--- src/rtl/panel_pkg.sv ---
// Shared constants, channel event payload and counter-width helper for the
// front-panel key conditioner.
package panel_pkg;

    localparam int unsigned DEB_CYCLES_DEF = 100000;    // 1 ms at 10 ns
    localparam int unsigned REP_DELAY_DEF  = 50000000;  // 0.5 s
    localparam int unsigned REP_PERIOD_DEF = 10000000;  // 0.1 s
    localparam int unsigned DEB_CYCLES_MAX = 1 << 20;

    typedef struct packed {
        logic lvl;
        logic press;
        logic rel;
    } key_evt_t;

    // Bits needed to hold the values 0..v, i.e. ceil(log2(v+1)), minimum 1.
    function automatic int unsigned cnt_width(input int unsigned v);
        int unsigned w;
        w = 1;
        while ((64'd1 << w) <= 64'(v)) w++;
        return w;
    endfunction

endpackage

--- src/rtl/panel_key_chan.sv ---
// One key channel: 2-flop synchronizer, stability-counter debounce, edge pulses
// and, with PANEL_KEY_REPEAT_EN defined, an auto-repeat timer.
module panel_key_chan
    import panel_pkg::*;
#(
    parameter int unsigned DEB_CYCLES = DEB_CYCLES_DEF,
    parameter int unsigned REP_DELAY  = REP_DELAY_DEF,
    parameter int unsigned REP_PERIOD = REP_PERIOD_DEF
) (
    input  logic     clk,
    input  logic     reset,
    input  logic     key_raw,
`ifdef PANEL_KEY_REPEAT_EN
    input  logic     rep_sw,
`endif
    output key_evt_t evt
);

    localparam int unsigned   CW       = cnt_width(DEB_CYCLES);
    localparam logic [CW-1:0] CNT_LAST = CW'(DEB_CYCLES - 1);

    if (DEB_CYCLES == 0 || DEB_CYCLES > DEB_CYCLES_MAX ||
        REP_DELAY == 0 || REP_PERIOD == 0) begin : g_bad_param
        $error("panel_key_chan: timing parameter out of range");
    end

    logic          s1;
    logic          s2;
    logic          stable;
    logic [CW-1:0] cnt;
    logic          accept;
    logic          rep_fire;
    logic          press_q;
    logic          rel_q;

    assign accept = (s2 != stable) && (cnt == CNT_LAST);

    always_ff @(posedge clk or posedge reset) begin
        if (reset) begin
            s1 <= 1'b0;
            s2 <= 1'b0;
        end else begin
            s1 <= key_raw;
            s2 <= s1;
        end
    end

    // Any return of s2 to the stable level restarts the count.
    always_ff @(posedge clk or posedge reset) begin
        if (reset) begin
            cnt    <= '0;
            stable <= 1'b0;
        end else if (s2 == stable) begin
            cnt <= '0;
        end else if (accept) begin
            stable <= s2;
            cnt    <= '0;
        end else begin
            cnt <= cnt + CW'(1);
        end
    end

`ifdef PANEL_KEY_REPEAT_EN
    localparam int unsigned REP_MAX = (REP_DELAY > REP_PERIOD) ? REP_DELAY : REP_PERIOD;
    localparam int unsigned RW      = cnt_width(REP_MAX);

    logic [RW-1:0] rep_cnt;
    logic          rep_first;
    logic          rep_run;

    // Timer only sees stable=1 from the cycle after the accepted press.
    assign rep_run  = stable && rep_sw;
    assign rep_fire = rep_run &&
        (rep_cnt == (rep_first ? RW'(REP_PERIOD - 1) : RW'(REP_DELAY - 1)));

    always_ff @(posedge clk or posedge reset) begin
        if (reset) begin
            rep_cnt   <= '0;
            rep_first <= 1'b0;
        end else if (!rep_run) begin
            rep_cnt   <= '0;
            rep_first <= 1'b0;
        end else if (rep_fire) begin
            rep_cnt   <= '0;
            rep_first <= 1'b1;
        end else begin
            rep_cnt <= rep_cnt + RW'(1);
        end
    end
`else
    assign rep_fire = 1'b0;
`endif

    always_ff @(posedge clk or posedge reset) begin
        if (reset) begin
            press_q <= 1'b0;
            rel_q   <= 1'b0;
        end else begin
            press_q <= (accept && s2) || rep_fire;
            rel_q   <= accept && !s2;
        end
    end

    assign evt = key_evt_t'{lvl: stable, press: press_q, rel: rel_q};

endmodule

--- src/rtl/panel_key_debounce.sv ---
// Front-panel key conditioner: N independent debounced key channels.
// Define PANEL_KEY_REPEAT_EN to add the rep_sw port and auto-repeat presses.
module panel_key_debounce
    import panel_pkg::*;
#(
    parameter int unsigned N          = 8,
    parameter int unsigned DEB_CYCLES = DEB_CYCLES_DEF,
    parameter int unsigned REP_DELAY  = REP_DELAY_DEF,
    parameter int unsigned REP_PERIOD = REP_PERIOD_DEF
) (
    input  logic         clk,
    input  logic         reset,
    input  logic [N-1:0] key_raw,
`ifdef PANEL_KEY_REPEAT_EN
    input  logic         rep_sw,
`endif
    output logic [N-1:0] key_lvl,
    output logic [N-1:0] key_press,
    output logic [N-1:0] key_release
);

    for (genvar i = 0; i < int'(N); i++) begin : g_chan
        key_evt_t evt;

        panel_key_chan #(
            .DEB_CYCLES (DEB_CYCLES),
            .REP_DELAY  (REP_DELAY),
            .REP_PERIOD (REP_PERIOD)
        ) u_chan (
            .clk     (clk),
            .reset   (reset),
            .key_raw (key_raw[i]),
`ifdef PANEL_KEY_REPEAT_EN
            .rep_sw  (rep_sw),
`endif
            .evt     (evt)
        );

        assign key_lvl[i]     = evt.lvl;
        assign key_press[i]   = evt.press;
        assign key_release[i] = evt.rel;
    end

endmodule

--- config.mk ---
export PLATFORM = sky130hd
export DESIGN_NAME = panel_key_debounce
export DESIGN_NICKNAME = d
export VERILOG_FILES = /design/src/rtl/panel_pkg.sv /design/src/rtl/panel_key_chan.sv /design/src/rtl/panel_key_debounce.sv
export SDC_FILE = /design/constraint.sdc
export NUM_CORES = 1
export LEC_CHECK = 0
export CAP_MARGIN = 10
export CORE_MARGIN = 1
export CORE_UTILIZATION = 60
export CTS_CLUSTER_SIZE = 40
export DETAILED_ROUTE_END_ITERATION = 10
export DONT_BUFFER_PORTS = 1
export PLACE_DENSITY_LB_ADDON = 0.15
export SLEW_MARGIN = 15
export SYNTH_ARGS = -nofsm -noshare
export SYNTH_HDL_FRONTEND = slang
export SYNTH_SLANG_ARGS = --single-unit
--- constraint.sdc ---
create_clock -name clk -period 7.56 [get_ports clk]
set_input_delay 1.89 -clock clk [delete_from_list [all_inputs] [get_ports clk]]
set_output_delay 1.89 -clock clk [all_outputs]
set_load 0.02 [all_outputs]
==> summary.md, run 1 <==
| Metric | Value |
|---|---|
| Worst VDD drop | roughly 0.18 mV |
| Hold_buf cts | 0 |
| H-Tree Depth | 4 |
| Largest net degree at the start of global routing | roughly 100 |
| Worst EP arrival | ~3300 ps |
| Clock sinks | ~180 |
| N_diodes | 0 |
| RSZ-0062 raised after global routing | false |
| Synthesized net count | 816 |
| Crit Path Class | in2async |
| Pwr/cell area | about 220 mW/mm² |
| Setup crit end kind | async pin |
| Slowest stage delay, CP | between 800 and 900 ps |
| CP required | 7990 ps |
| Critical-path cell list | inv_6 -> buf_4 |
| Slew @ Worst Pin | 1110 ps |
| Clock latency on the worst-skew pair | between 400 and 500 ps |
| Total gr overflow | 0 |
| Drt first pass iters | 5 |
| Fmax achieved | around 0.34 GHz |
| GRT Total Usage | approximately 22% |
| Gpl congestion | about 0.84 |
| CP delay by family, top | buffers and inverters |
| WL final | approximately 14000 µm |
| Post-DP HPWL | 9780 µm |
| Cells after synthesis | about 800 |
| Number of vias per cell | around 5.8 |
| Number of max-cap violations | 0 |
| Run status | complete, no violations |
| Post-CTS sizing | 0 |
| Inserted Clock Buffers | 17 |
| Slew Viols, Final | 0 |
| CP max-delay cell | buf_4 |
| Routed len/inst | roughly 15 µm |
| Antenna violations before repair | 0 |
| Area growth syn-to-layout | 7.47% |
| Number of DRC markers in iteration 0 | between 400 and 500 |
| Distinct cells, synth | 42 |
| Number of global-route vias before repair | 5585 |
| CTS root buffer | clkbuf_16 |
| Commonest non-fill, non-tap cell in the layout | dfrtp_1 |
| Setup Skew | around 8.5 ps |
| Final setup viols | 0 |
| Commonest cells after routing, fill and taps aside | dfrtp_1, nor2_1, xnor2_1 |
| Initial core utilization | approximately 62% |
| Clk buf depth | 2 |
| Average size of a mapped cell | between 10 and 15 µm² |
| Die ar. | approximately 0.014 mm² |
| Die extent in x | 119 µm |
| Count of buffers from port buffering | 0 |
| Period utilization | a little under two fifths |
| PnR worst setup slack | 4660 ps |
| Critical path startpoint category | input port |
| Sequential fraction of the synthesis area | 53.2% |
| DRC errors left | 0 |
| Largest fanout on the critical path | ~100 |
| First-pass GRT wire length | ~26000 µm |
| Antenna Nets Post-Route | 0 |
| TNS Setup | 0 ps |
| Die Y-Extent | 119 µm |
| Leakage power total | between 3 and 4 nW |
| Total core area | approximately 0.013 mm² |
| Fin crit period | between 2000 and 3000 ps |
| Flops & latches, synth | about 180 |
| Setup Fix Bufs, Post-CTS | 0 |
| Synth warn | 0 |
| Final Hold Viols | 0 |
| # IOs | 34 |
| Fraction of layout cells with a size suffix above 1 | around 6.5% |
| Bufs and invs on worst path | 2 |
| CTS tree | done |
| Min-delay worst type | reg2reg |
| Normalized max-slew margin | between 20 and 30% |
| DR vias | 5637 |
| Synthesized cell area | 0.00828 mm² |
| Nets | roughly 800 |
| Pre-CTS setup slack | ~4000 ps |
| Core Rows | 42 |
| Filler cells | between 1000 and 1500 |
| Clk slew on worst S/H paths | 60 ps |
routing by layer:
| metal | track usage, % | up-vias | wire [µm] |
|---|---|---|---|
| met5 | 0 | - | 0 |
| met4 | 7.81 | 0 | 203 |
| met3 | 5.41 | 22 | 517 |
| met2 | 35.4 | 105 | 6990 |
| met1 | 30.1 | 2769 | 6770 |
| li1 | - | 2741 | - |
power by group:
group / leakage (nW) / switching (mW) / internal (mW)
sequential: 2.40 / 0.0158 / 0.957
combinational: 0.956 / 0.0409 / 0.0140
clock: 0.303 / 0.359 / 0.573
total: 3.66 / 0.415 / 1.54
flip-flops by register name (all words and copies together), names as in the netlist:
register,count
g_chan.u_chan.cnt,136
g_chan.u_chan.press_q,8
g_chan.u_chan.rel_q,8
g_chan.u_chan.s1,8
g_chan.u_chan.s2,8
g_chan.u_chan.stable,8
metrics by stage:
stage | total power, mW | util [%] | instances | area [µm²] | hold slack, ps
6_report | 1.96 | 66.7 | 966 | 8900 | 345
4_1_cts | 1.98 | 66.6 | 966 | 8880 | 347
5_1_grt | 2.02 | 66.7 | 966 | 8900 | 363
3_3_place_gp | 1.04 | 61.8 | 934 | 8250 | 334
2_1_floorplan | 1.03 | - | 798 | 8280 | 331
3_5_place_dp | 1.05 | 61.8 | 934 | 8250 | 336
cell type report:
type	count	area, µm²	area share, %
flip-flops and latches	176	4400	49.5
clock inverters	12	183	2.05
inverters	17	68.8	0.773
well taps	176	220	2.48
clock buffers	20	457	5.13
repair buffers	1	7.51	0.0844
multi-input cells	564	3560	40.0
logic make-up (layout without fill, tap and decap cells):
| family | count (synthesis) | count (layout) | share of synthesized area (%) |
|---|---|---|---|
| simple gates | 401 | 401 | 25.7 |
| flops | 176 | 176 | 53.2 |
| xor+xnor | 116 | 116 | 12.3 |
| buf+inv | 58 | 50 | 3.99 |
| compound gates | 33 | 33 | 2.78 |
| fa+ha+maj | 8 | 8 | 1.21 |
| mux | 6 | 6 | 0.816 |
cells in the mapped netlist, drive strengths merged:
cell type	number	area [µm²]
xnor2	67	587
nor2b	2	12.5
inv	17	63.8
o31ai	10	113
nand4b	1	8.76
and2	5	31.3
nor4bb	1	10.0
dfrtp	176	4400
nor3b	6	45.0
nor4b	5	73.8
clkbuf	11	41.3
or3	10	62.6
o21ai	10	50.0
nor4	33	206
or4	17	135
nand3b	2	15.0
nand4bb	1	11.3
a21oi	12	60.1
xor2	49	429
and3	15	93.8
nand3	48	240
nor2	131	492
or4bb	2	22.5
nand2b	1	6.26
and4	10	87.6
a21o	1	7.51
nor3	22	110
ha	8	100
or4b	2	20.0
buf	30	225
mux2	6	67.6
nand4	46	288
nand2	39	146
or2	2	12.5
path summary, 6_finish.rpt:
check	from	to	slack [ps]	cells past startpoint
worst max register to register	g_chan[7].u_chan.cnt[12]$_DFF_PP0_	g_chan[7].u_chan.cnt[12]$_DFF_PP0_	4980	4
worst min-delay path	g_chan[0].u_chan.s1$_DFF_PP0_	g_chan[0].u_chan.s2$_DFF_PP0_	350	0
max in group clk	g_chan[0].u_chan.stable$_DFFE_PP0P_	key_lvl[0]	4720	0
worst min register to register	g_chan[0].u_chan.s1$_DFF_PP0_	g_chan[0].u_chan.s2$_DFF_PP0_	350	0
min in group asynchronous	reset	g_chan[0].u_chan.cnt[9]$_DFF_PP0_	1490	1
worst max-delay path	reset	g_chan[2].u_chan.cnt[16]$_DFF_PP0_	4660	2
No activity file was read; power rests on OpenSTA's default activity.
==> inputs of run 2 (changes only) <==
--- a/config.mk
+++ b/config.mk
@@ -7,7 +7,7 @@
 export LEC_CHECK = 0
 export CAP_MARGIN = 10
 export CORE_MARGIN = 1
-export CORE_UTILIZATION = 60
+export CORE_UTILIZATION = 57
 export CTS_CLUSTER_SIZE = 40
 export DETAILED_ROUTE_END_ITERATION = 10
 export DONT_BUFFER_PORTS = 1
==> constraint.sdc (replaced) <==
create_clock -name clk -period 2.4 [get_ports clk]
set_input_delay 0.6 -clock clk [delete_from_list [all_inputs] [get_ports clk]]
set_output_delay 0.6 -clock clk [all_outputs]
set_load 0.02 [all_outputs]
==> run 2 against run 1 <==
  * Global-route usage shrank 1.2 points
  * Largest power group unchanged
  * Total power grew to 3.0 times the previous value
  * Flip-flop and latch count did not move
  * Largest cell class unchanged
  * Sequential share of layout area fell by 0.41 points
==> summary.md, run 2 (same netlist as run 1, synthesis figures left out) <==
| Metric | Value |
|---|---|
| Final setup viols | 0 (unchanged) |
| Run status | complete, no violations (unchanged) |
| Layout Utilization | 63.9% (was 66.7%) |
| Fraction of layout cells with a size suffix above 1 | 7.85% (was 6.46%) |
| Core Rows | 43 (was 42) |
| Setup Skew | 7.37 ps (was 8.45 ps) |
| Slew Viols, Final | 0 (unchanged) |
| Commonest non-fill, non-tap cell in the layout | dfrtp_1 (unchanged) |
| Largest net degree at the start of global routing | 60 (was 102) |
| Final Hold Viols | 0 (unchanged) |
| Slew @ Worst Pin | 639 ps (was 1110 ps) |
| Pwr/cell area | 665 mW/mm² (was 220 mW/mm²) |
| Die ar. | 0.0150 mm² (was 0.0143 mm²) |
| Post-DP HPWL | 10100 µm (was 9780 µm) |
| Pre-CTS setup slack | 144 ps (was 4040 ps) |
| WL final | 14600 µm (was 14500 µm) |
| Count of buffers from port buffering | 0 (unchanged) |
| Drt first pass iters | 5 (unchanged) |
| Placed cell count | 951 (was 934) |
| RSZ-0062 raised after global routing | false (unchanged) |
| Area growth syn-to-layout | 8.36% (was 7.47%) |
| GRT Total Usage | 21.2% (was 22.4%) |
| Most flops, register | g_chan.u_chan.cnt (unchanged) |
| CP required | 2710 ps (was 7990 ps) |
| Hold_buf cts | 0 (unchanged) |
| Largest fanout on the critical path | 3 (was 101) |
| PnR worst setup slack | 137 ps (was 4660 ps) |
| Clk slew on worst S/H paths | 60 ps (about the same) |
| Antenna violations before repair | 0 (unchanged) |
| Number of max-cap violations | 0 (unchanged) |
| Total power draw | 5.96 mW (was 1.96 mW) |
| Leakage power total | 3.72 nW (was 3.66 nW) |
| Setup crit end kind | register (was async pin) |
| CTS tree | done (unchanged) |
| Total core area | 0.0140 mm² (was 0.0133 mm²) |
| Antenna Nets Post-Route | 0 (unchanged) |
| Nets | 808 (was 795) |
| Setup Fix Bufs, Post-CTS | 0 (unchanged) |
| DRC errors left | 0 (unchanged) |
| Clock sinks | 176 (unchanged) |
| Critical path startpoint category | register (was input port) |
| # IOs | 34 (unchanged) |
| Worst VDD drop | 0.506 mV (was 0.180 mV) |
| H-Tree Depth | 4 (unchanged) |
| Normalized max-slew margin | 57.3% (was 25.4%) |
| Crit Path Class | reg2reg (was in2async) |
| Period utilization | approximately 94% |
| CTS root buffer | clkbuf_16 (unchanged) |
| Post-CTS sizing | 0 (unchanged) |
| Commonest cells after routing, fill and taps aside | dfrtp_1, nor2_1, xnor2_1 (unchanged) |
| Worst EP arrival | 2570 ps (was 3330 ps) |
| Max reg flops | 136 (unchanged) |
| Die Y-Extent | 123 µm (was 119 µm) |
| Min-delay worst type | in2async (was reg2reg) |
| DR vias | 5699 (was 5637) |
| Number of global-route vias before repair | 5548 (was 5585) |
| Clock latency on the worst-skew pair | 420 ps (was 430 ps) |
| First-pass GRT wire length | 25100 µm (was 25800 µm) |
| Number of DRC markers in iteration 0 | 351 (was 422) |
| Layout Cells excl Fill | 983 (was 966) |
| Fmax achieved | ~0.44 GHz |
| Total gr overflow | 0 (unchanged) |
| Routed len/inst | 14.8 µm (was 15.0 µm) |
| Die extent in x | 123 µm (was 119 µm) |
| Fin crit period | between 2000 and 2500 ps |
| Initial core utilization | 59.0% (was 62.0%) |
| N_diodes | 0 (unchanged) |
| Number of vias per cell | 5.80 (was 5.84) |
| Inserted Clock Buffers | 17 (unchanged) |
| Gpl congestion | 0.864 (was 0.844) |
| Clk buf depth | 2 (unchanged) |
[run 2: cell types whose count changed in the layout (fill, tap and decap cells not counted), sizes merged]
cell / before / now
buf: 1 / 14
clkinv: 4 / 5
bufinv: 4 / 2
inv: 18 / 19
[run 2: path summary, 6_finish.rpt]
kind | to | depth (start not counted) | from | slack (ps)
setup / recovery | g_chan[3].u_chan.stable$_DFFE_PP0P_ | 4 | g_chan[3].u_chan.cnt[14]$_DFF_PP0_ | 140
hold / removal | g_chan[2].u_chan.stable$_DFFE_PP0P_ | 1 | reset | 120
setup reg to reg | g_chan[3].u_chan.stable$_DFFE_PP0P_ | 4 | g_chan[3].u_chan.cnt[14]$_DFF_PP0_ | 140
hold reg to reg | g_chan[5].u_chan.s2$_DFF_PP0_ | 0 | g_chan[5].u_chan.s1$_DFF_PP0_ | 350
max in group asynchronous | g_chan[0].u_chan.cnt[4]$_DFF_PP0_ | 2 | reset | 1580
min in group clk | g_chan[1].u_chan.s1$_DFF_PP0_ | 0 | key_raw[1] | 190
[run 2: area by class of cell]
cell class | instances | area [µm²]
Clock inverter | 12 | 130
Fill cell | 1086 | 5070
Multi-Input combinational cell | 564 | 3540
Tap cell | 180 | 225
Sequential cell | 176 | 4400
Timing Repair Buffer | 14 | 143
Clock buffer | 20 | 457
Inverter | 17 | 67.6
[run 2: critical path: stages, from the launching register on]
cell     delay [ps]
dfrtp_1         410
or4_1           520
or4_4           530
nor4b_4         330
mux2_2          360
[run 2: where the power goes]
| part | switching (mW) | internal, mW | leakage [nW] |
|---|---|---|---|
| sequential | 0.0480 | 3.01 | 2.40 |
| combinational | 0.132 | 0.0619 | 1.03 |
| clock | 1.12 | 1.59 | 0.287 |
| total | 1.30 | 4.67 | 3.72 |
[run 2: through the flow]
step	TNS (ps)	area (µm²)	hold slack, ps
final	0	8970	125
after global routing	0	8970	155
after CTS	0	8970	134
after detailed placement	0	8380	338
after global placement	0	8380	332
after floorplan	-79660	8280	331
[run 2: layer usage]
metal	wire length (µm)	vias to the layer above	part of all wire (%)	GRT usage, %
met4	116	0	0.80	7.39
met5	0	-	0	0
met2	7270	106	50	35.3
li1	-	2765	-	-
met3	494	7	3.4	5.11
met1	6690	2821	46	27.0
==> inputs of run 3 (changes only) <==
==> constraint.sdc (replaced) <==
create_clock -name clk -period 2.4 [get_ports clk]
set_input_delay 0.24 -clock clk [delete_from_list [all_inputs] [get_ports clk]]
set_output_delay 0.24 -clock clk [all_outputs]
set_load 0.02 [all_outputs]
==> run 3 against run 2 <==
  * Total power down 1.0%
  * Sequential share of layout area shrank 0.37 points
  * Count of clock-buffer cells in the layout up 4
  * Sequential power about the same
  * First-iteration DRC count increased by 17%
  * Wire length increased by 0.73%
  * Largest power group unchanged
  * Highest routed layer unchanged
==> summary.md, run 3 (same netlist as run 1, synthesis figures left out) <==
| Metric | Value |
|---|---|
| Fraction of layout cells with a size suffix above 1 | 7.27% (was 7.85%) |
| Die ar. | 0.0150 mm² (unchanged) |
| TNS Setup | 0 ps (unchanged) |
| Clock latency on the worst-skew pair | 420 ps (about the same) |
| CTS tree | done (unchanged) |
| Reg2Reg Setup Slack | 140 ps (about the same) |
| Fmax achieved | 0.442 GHz (about the same) |
| Worst hold path startpoint | g_chan[4].u_chan.s1$_DFF_PP0_ |
| Setup crit end kind | register (unchanged) |
| Slew @ Worst Pin | 687 ps (was 639 ps) |
| Setup Skew | 7.24 ps (was 7.37 ps) |
| Inserted Clock Buffers | 17 (unchanged) |
| Hold_buf cts | 9 (was 0) |
| Largest fanout on the critical path | 4 (was 3) |
| Largest net degree at the start of global routing | 134 (was 60) |
| Number of global-route vias before repair | 5514 (was 5548) |
| Die Y-Extent | 123 µm (unchanged) |
| Gpl congestion | 0.867 (was 0.864) |
| Die extent in x | 123 µm (unchanged) |
| Post-CTS sizing | 0 (unchanged) |
| N_diodes | 0 (unchanged) |
| Post-DP HPWL | 9930 µm (was 10100 µm) |
| Pwr/cell area | 653 mW/mm² (was 665 mW/mm²) |
| Commonest cells after routing, fill and taps aside | dfrtp_1, nor2_1, xnor2_1 (unchanged) |
| Period utilization | 94.3% (about the same) |
| Run status | complete, no violations (unchanged) |
| Routed len/inst | 14.8 µm (about the same) |
| Core Rows | 43 (unchanged) |
| Crit Path Class | reg2reg (unchanged) |
| Final Hold Viols | 0 (unchanged) |
| Total gr overflow | 0 (unchanged) |
| Hold path depth | 0 |
| Final setup viols | 0 (unchanged) |
| DRC errors left | 0 (unchanged) |
| Hold Path End | g_chan[4].u_chan.s2$_DFF_PP0_ |
| CTS root buffer | clkbuf_16 (unchanged) |
| Number of DRC markers in iteration 0 | 411 (was 351) |
| Drt first pass iters | 5 (unchanged) |
| First-pass GRT wire length | 25600 µm (was 25100 µm) |
| CP required | 2700 ps (was 2710 ps) |
| Slew Viols, Final | 0 (unchanged) |
| DR vias | 5746 (was 5699) |
| Nets | 819 (was 808) |
| Number of max-cap violations | 0 (unchanged) |
| Min-delay worst type | reg2reg (was in2async) |
| Area growth syn-to-layout | 9.19% (was 8.36%) |
| WL final | 14700 µm (was 14600 µm) |
| Max reg flops | 136 (unchanged) |
| Count of buffers from port buffering | 0 (unchanged) |
| Worst VDD drop | 0.533 mV (was 0.506 mV) |
| Fin crit period | 2260 ps (about the same) |
| R2r endpoint | g_chan[3].u_chan.stable$_DFFE_PP0P_ (unchanged) |
| Antenna Nets Post-Route | 0 (unchanged) |
| # IOs | 34 (unchanged) |
| Leakage power total | 3.74 nW (was 3.72 nW) |
| Critical path startpoint category | register (unchanged) |
| Number of vias per cell | 5.80 (about the same) |
| Post-route cell area | 0.00904 mm² (was 0.00897 mm²) |
| Clock sinks | 176 (unchanged) |
| Initial core utilization | 59.0% (unchanged) |
| Commonest non-fill, non-tap cell in the layout | dfrtp_1 (unchanged) |
| GRT Total Usage | 21.7% (was 21.2%) |
| RSZ-0062 raised after global routing | false (unchanged) |
| Setup Fix Bufs, Post-CTS | 0 (unchanged) |
| Antenna violations before repair | 0 (unchanged) |
| H-Tree Depth | 4 (unchanged) |
| Clk slew on worst S/H paths | 60 ps (about the same) |
| Most flops, register | g_chan.u_chan.cnt (unchanged) |
| Area of placed instances | 0.00839 mm² (was 0.00838 mm²) |
| Total core area | 0.0140 mm² (unchanged) |
| Normalized max-slew margin | 54.2% (was 57.3%) |
| FF-to-FF Start | g_chan[3].u_chan.cnt[11]$_DFF_PP0_ (was g_chan[3].u_chan.cnt[14]$_DFF_PP0_) |
| Clk buf depth | 2 (unchanged) |
| R2R cell count | 4 (unchanged) |
| Worst EP arrival | 2570 ps (about the same) |
## run 3: where the power goes
group | leakage, nW | switching [mW] | total (mW) | internal, mW
Sequential | 2.40 | 0.0474 | 3.06 | 3.01
Combinational | 1.07 | 0.135 | 0.206 | 0.0711
Clock | 0.272 | 1.04 | 2.64 | 1.60
## run 3: metrics by stage
step                      std cells  util, %  setup WS [ps]  hold WS, ps  total power [mW]
after floorplan                 798        -          -92.6          271              3.25
after global placement          953     59.7            182          271              3.31
after detailed placement        953     59.7            152          271              3.31
after CTS                       991     64.4            133          348              5.99
after global routing            991     64.4           67.3          347              6.14
final                           991     64.4            138          350              5.90
## run 3: layout make-up
cell class / count / area (µm²)
Clock buffer: 24 / 482
Sequential cell: 176 / 4400
Multi-Input combinational cell: 564 / 3540
Inverter: 17 / 67.6
Fill cell: 1139 / 5000
Clock inverter: 5 / 81.3
Tap cell: 180 / 225
Timing Repair Buffer: 25 / 235
## run 3: metal layers
| layer | wire length [µm] | GRT usage (%) | part of all wire (%) |
|---|---|---|---|
| met5 | 0 | 0 | 0 |
| met4 | 136 | 7.77 | 0.93 |
| met3 | 499 | 5.62 | 3.4 |
| met2 | 7340 | 35.1 | 50 |
| met1 | 6700 | 28.1 | 46 |
## run 3: worst max-delay path by stage
| stage | start | to | slack (ps) | cells after the start |
|---|---|---|---|---|
| after detailed placement | g_chan[3].u_chan.cnt[11]$_DFF_PP0_ | g_chan[3].u_chan.stable$_DFFE_PP0P_ | 150 | 4 |
| final | g_chan[3].u_chan.cnt[11]$_DFF_PP0_ | g_chan[3].u_chan.stable$_DFFE_PP0P_ | 140 | 4 |
| after floorplan | reset | g_chan[0].u_chan.cnt[0]$_DFF_PP0_ | -90 | 1 |
| after global placement | g_chan[4].u_chan.cnt[14]$_DFF_PP0_ | g_chan[4].u_chan.stable$_DFFE_PP0P_ | 180 | 4 |
| after CTS | g_chan[3].u_chan.cnt[11]$_DFF_PP0_ | g_chan[3].u_chan.stable$_DFFE_PP0P_ | 130 | 4 |
| after global routing | g_chan[3].u_chan.cnt[11]$_DFF_PP0_ | g_chan[3].u_chan.stable$_DFFE_PP0P_ | 70 | 4 |
## run 3: worst max-delay path: stages (launching register included)
cell and delay, ps:
dfrtp_1 420, or4_1 510, or4_4 530, nor4b_4 330, mux2_2 360
==> RTL change 1 (settings of run 3) <==
`DEB_CYCLES_DEF`: 100000 -> 400000.
--- a/src/rtl/panel_pkg.sv
+++ b/src/rtl/panel_pkg.sv
@@ -2,7 +2,7 @@
 // front-panel key conditioner.
 package panel_pkg;
 
-    localparam int unsigned DEB_CYCLES_DEF = 100000;    // 1 ms at 10 ns
+    localparam int unsigned DEB_CYCLES_DEF = 400000;    // 1 ms at 10 ns
     localparam int unsigned REP_DELAY_DEF  = 50000000;  // 0.5 s
     localparam int unsigned REP_PERIOD_DEF = 10000000;  // 0.1 s
     localparam int unsigned DEB_CYCLES_MAX = 1 << 20;
Function: no difference found for any inputs over 10 cycles, from zero or initial values and one cycle with reset high; that may be too few to reach the edited logic, so the function may still have changed.
==> RTL change 1 against run 3 <==
  * Non-clock buffer count decreased by 4
  * Area after synthesis increased by 12%
  * Worst setup slack improved by 0.10 ns
  * Wire length increased by 16%
  * Clock skew about the same
  * Sequential cell count increased by 16
  * Total power increased by 7.9%
  * Cell area increased by 11%
  * Final cell count increased by 17%
  * Largest cell class unchanged
==> RTL change 1: results (changes against run 3) <==
* Global placer's final weighted congestion at 0.880 (+1.4%)
* Most instantiated cells after synthesis: sky130_fd_sc_hd__dfrtp_1 (192), sky130_fd_sc_hd__nor2_1 (164), sky130_fd_sc_hd__xnor2_1 (88), sky130_fd_sc_hd__nand4_1 (63), sky130_fd_sc_hd__nand3_1 (52)
* Largest voltage drop on the vdd net at 0.518 mV (-2.8%)
* Outcome: complete, no violations
* Slew @ Worst Pin at 0.686 ns (-0.000392 ns)
* DR vias/cell at 5.75 (-0.75%)
* Worst setup slack before clock tree synthesis at 0.235 ns (+0.0835 ns)
* Global-route wire length before repair at 29.3 mm (+14%)
* Worst Skew at 0.00729 ns (+0.0000453 ns)
* Largest net degree at the start of global routing at 100 (-25%)
* Number of placed cells counting well taps at 1114 (+17%)
* Met1 layer wirelength in the final routing at 7.90 mm (+18%)
* Maximum buffer depth of the clock tree at 2 (unchanged)
* Compound-cell area share of the yosys netlist at 0.0359 (+0.00805)
* Xor and xnor area share after synthesis at 0.118 (-0.00433)
* Fill cells at 1317 (+16%)
* Post-layout nets at 944 (+15%)
* Ys flop type: sky130_fd_sc_hd__dfrtp_1
* Type of the tightest min-delay check: input port to asynchronous set/reset pin
* Detailed-placement wirelength estimate at 11.6 mm (+16%)
* Detailed Routing Iterations Pass 1 at 5 (unchanged)
* Via count of the routed design at 6647 (+16%)
* Ranking of synthesized cells by area: sky130_fd_sc_hd__dfrtp_1 (52%), sky130_fd_sc_hd__xnor2_1 (8.3%), sky130_fd_sc_hd__nor2_1 (6.7%)
* LEAKAGE at 3.99 nW (+6.5%)
* Number of flip-flops and latches in the synthesized netlist at 192 (+9.1%)
* Portion of the post-synthesis area used by sequential elements at 0.520 (-0.0124)
* Insertion delay of the later-clocked pin in the worst-skew pair at 0.43 ns
* Number of different library cells in the post-synthesis netlist at 50 (+19%)
* Total length of routed met2 wires at 8.28 mm (+13%)
* Largest fanout on the critical path at 17 (+13)
* Area after detailed placement at 9380 µm² (+12%)
* Vias in the first global route at 6418 (+16%)
* Overall routing resource usage at 0.219 (+0.00233)
* Adder-cell share of the synthesized area at 0.0108 (-0.00127)
* Violation count after the first detailed-routing iteration at 404 (-1.7%)
* Wirelength per Cell at 14.7 µm (-0.48%)
* Longest individual stage delay on the worst path at 0.55 ns (+0.02 ns)
* Share of final-layout standard cells stronger than drive strength 1 at 0.0682 (-0.00459)
* Average size of a mapped cell at 9.99 µm² (-3.7%)
* WL met3 at 665 µm (+33%)
* Mux cell area share after synthesis at 0.0115 (+0.00334)
* Max reg flops at 152 (+12%)
==> RTL change 1: where the power goes <==
group	internal, mW	total (mW)	switching (mW)	leakage (nW)
registers	3.28	3.33	0.0504	2.63
logic	0.0683	0.209	0.141	1.07
clock network	1.62	2.83	1.20	0.289
==> RTL change 1: cells by family after synthesis <==
kind of cell	Yosys count
fa+ha+maj	8
xor+xnor	125
mux	10
buf+inv	75
simple gates	465
flops	192
compound gates	51
==> RTL change 1: layer usage <==
metal / vias up / global-route usage
li1: 3238 / -
met1: 3250 / 0.287
met2: 142 / 0.363
met3: 17 / 0.0516
met4: 0 / 0.0644
met5: - / 0
==> RTL change 1: path summary, 6_finish.rpt <==
| path | from | end | slack, ns | cells after the start |
|---|---|---|---|---|
| setup / recovery | g_chan[4].u_chan.cnt[8] | g_chan[4].u_chan.cnt[7] | 0.24 | 4 |
| setup reg to reg | g_chan[4].u_chan.cnt[8] | g_chan[4].u_chan.cnt[7] | 0.24 | 4 |
| min in group clk | g_chan[6].u_chan.s1 | g_chan[6].u_chan.s2 | 0.34 | 0 |
| hold reg to reg | g_chan[6].u_chan.s1 | g_chan[6].u_chan.s2 | 0.34 | 0 |
| max in group asynchronous | reset | g_chan[7].u_chan.cnt[10] | 1.35 | 3 |
| hold / removal | reset | g_chan[6].u_chan.cnt[18] | 0.25 | 2 |
==> RTL change 1: what timing repair did <==
action                                  4_1_cts  5_1_grt
hold buffers                                  9        0
hold endpoints to repair                     66        0
endpoints found under the setup margin        0        0
==> RTL change 1: cell type report <==
cell class,instances,area (µm²),area share
clock buffers,20,467,0.0464
repair buffers,21,205,0.0204
inverters,35,135,0.0134
flip-flops and latches,192,4800,0.477
well taps,216,270,0.0269
clock inverters,12,133,0.0132
multi-input cells,659,4050,0.402
==> RTL change 2 (flow settings as in run 3) <==
Made on the original files. Put a register stage on the output `key_lvl`, without a reset. The value now appears one clock later. The other outputs are not delayed to match.
--- a/src/rtl/panel_key_debounce.sv
+++ b/src/rtl/panel_key_debounce.sv
@@ -19,6 +19,8 @@
     output logic [N-1:0] key_release
 );
 
+    logic [N-1:0] key_lvl_d;
+
     for (genvar i = 0; i < int'(N); i++) begin : g_chan
         key_evt_t evt;
 
@@ -36,10 +38,14 @@
             .evt     (evt)
         );
 
-        assign key_lvl[i]     = evt.lvl;
+        assign key_lvl_d[i]     = evt.lvl;
         assign key_press[i]   = evt.press;
         assign key_release[i] = evt.rel;
     end
 
+    always_ff @(posedge clk) begin
+        key_lvl <= key_lvl_d;
+    end
+
 endmodule
 
Formal check against the unedited RTL: same outputs for any inputs over 10 cycles, from zero or initial values and one cycle with reset high; that may be too few to reach the edited logic, so the function may still have changed.
==> RTL change 2 against run 3 <==
  * Sequential cell count up 8
  * Critical path type unchanged
  * Area after synthesis up 1.2%
  * Wire length down 0.97%
  * Worst setup slack worse by 0.026 ns
  * Total power up 4.4%
  * Cell area up 2.2%
  * Die area up 1.2%
  * Clock power up 5%
==> RTL change 2: results (changes against run 3) <==
* Outcome: complete, no violations
* Global-route wire length before repair at 25.5 mm (-0.30%)
* Violation count after the first detailed-routing iteration at 494 (+20%)
* Post-layout nets at 827 (+0.98%)
* LEAKAGE at 3.83 nW (+2.2%)
* Slew margin rel. at 0.623 (+0.0806)
* Type of the tightest min-delay check: input port to asynchronous set/reset pin
* Post-route insts no fill at 1002 (+1.1%)
* Worst Skew at 0.00941 ns (+0.00216 ns)
* Share of final-layout standard cells stronger than drive strength 1 at 0.0803 (+0.00754)
* R2r endpoint: g_chan[4].u_chan.stable
* Largest net degree at the start of global routing at 110 (-18%)
* Origin of the critical flop-to-flop path: g_chan[4].u_chan.cnt[14]
* Setup repair bufs after CTS at 0 (unchanged)
* Setup slack of the worst register-to-register path at 0.11 ns (-0.03 ns)
* Smallest hold slack at 0.243 ns (-0.107 ns)
* Overall routing resource usage at 0.212 (-0.00452)
* DR vias/cell at 5.77 (-0.41%)
* Number of different library cells in the post-synthesis netlist at 43 (+2.4%)
* Detailed-placement wirelength estimate at 9.80 mm (-1.3%)
* Average size of a mapped cell at 10.5 µm² (+1.2%)
* Largest voltage drop on the vdd net at 0.521 mV (-2.3%)
* Vias in the first global route at 5662 (+2.7%)
* Portion of the post-synthesis area used by sequential elements at 0.545 (+0.0128)
* Number of placed cells counting well taps at 961 (+0.84%)
* Async S/R FF share, synth at 0.957 (-0.0435)
* Arrival time worst endpoint at 2.60 ns (+0.03 ns)
* Global placer's final weighted congestion at 0.859 (-0.93%)
* Wirelength, routed at 14.5 mm (-0.97%)
* Largest fanout on the critical path at 3 (-1)
==> RTL change 2: repair_timing <==
item / 4_1_cts / 5_1_grt
setup endpoints to repair: 0 / 0
endpoints found under the hold margin: 75 / 0
hold buffers: 9 / 0
gates resized for setup: 0 / 0
==> RTL change 2: layout make-up <==
class,instances,area [µm²]
Fill cell,1103,4860
Sequential cell,184,4560
Multi-Input combinational cell,564,3540
Clock buffer,22,494
Timing Repair Buffer,25,235
Tap cell,180,225
Clock inverter,10,109
Inverter,17,67.6
==> RTL change 2: routing by layer <==
metal	share of wire	track usage
met5	0	0
met4	0.012	0.0904
met3	0.030	0.0466
met2	0.49	0.345
met1	0.46	0.275
==> RTL change 2: logic make-up after synthesis <==
family	share of synthesized area
simple gates	0.254
flops	0.545
xor+xnor	0.121
buf+inv	0.0323
compound gates	0.0275
fa+ha+maj	0.0119
mux	0.00806
==> RTL change 2: critical path: stages (launching register included) <==
cell and delay, ns:
sky130_fd_sc_hd__dfrtp_1 0.40, sky130_fd_sc_hd__or4_1 0.54, sky130_fd_sc_hd__or4_4 0.54, sky130_fd_sc_hd__nor4b_4 0.33
sky130_fd_sc_hd__mux2_2 0.36
==> RTL change 2: worst max path at each step <==
stage / from / end / slack, ns / cells past startpoint
after floorplan: reset / g_chan[0].u_chan.cnt[0] / -0.09 / 1
after global placement: g_chan[4].u_chan.cnt[14] / g_chan[4].u_chan.stable / 0.17 / 4
after detailed placement: g_chan[4].u_chan.cnt[14] / g_chan[4].u_chan.stable / 0.12 / 4
after CTS: g_chan[4].u_chan.cnt[14] / g_chan[4].u_chan.stable / 0.11 / 4
after global routing: g_chan[4].u_chan.cnt[14] / g_chan[4].u_chan.stable / 0.04 / 4
final: g_chan[4].u_chan.cnt[14] / g_chan[4].u_chan.stable / 0.11 / 4
==> RTL change 2: where the power goes <==
group          internal (mW)  switching (mW)
Combinational         0.0721           0.136
Clock                   1.59            1.17
Sequential              3.14          0.0485
==> RTL change 2: metrics by stage <==
step | power, mW | area (µm²) | setup WS (ns)
floorplan | 3.38 | 8380 | -0.0926
global placement | 3.44 | 8550 | 0.169
detailed placement | 3.45 | 8550 | 0.123
CTS | 6.25 | 9240 | 0.108
global route | 6.39 | 9240 | 0.0425
finish | 6.16 | 9240 | 0.111
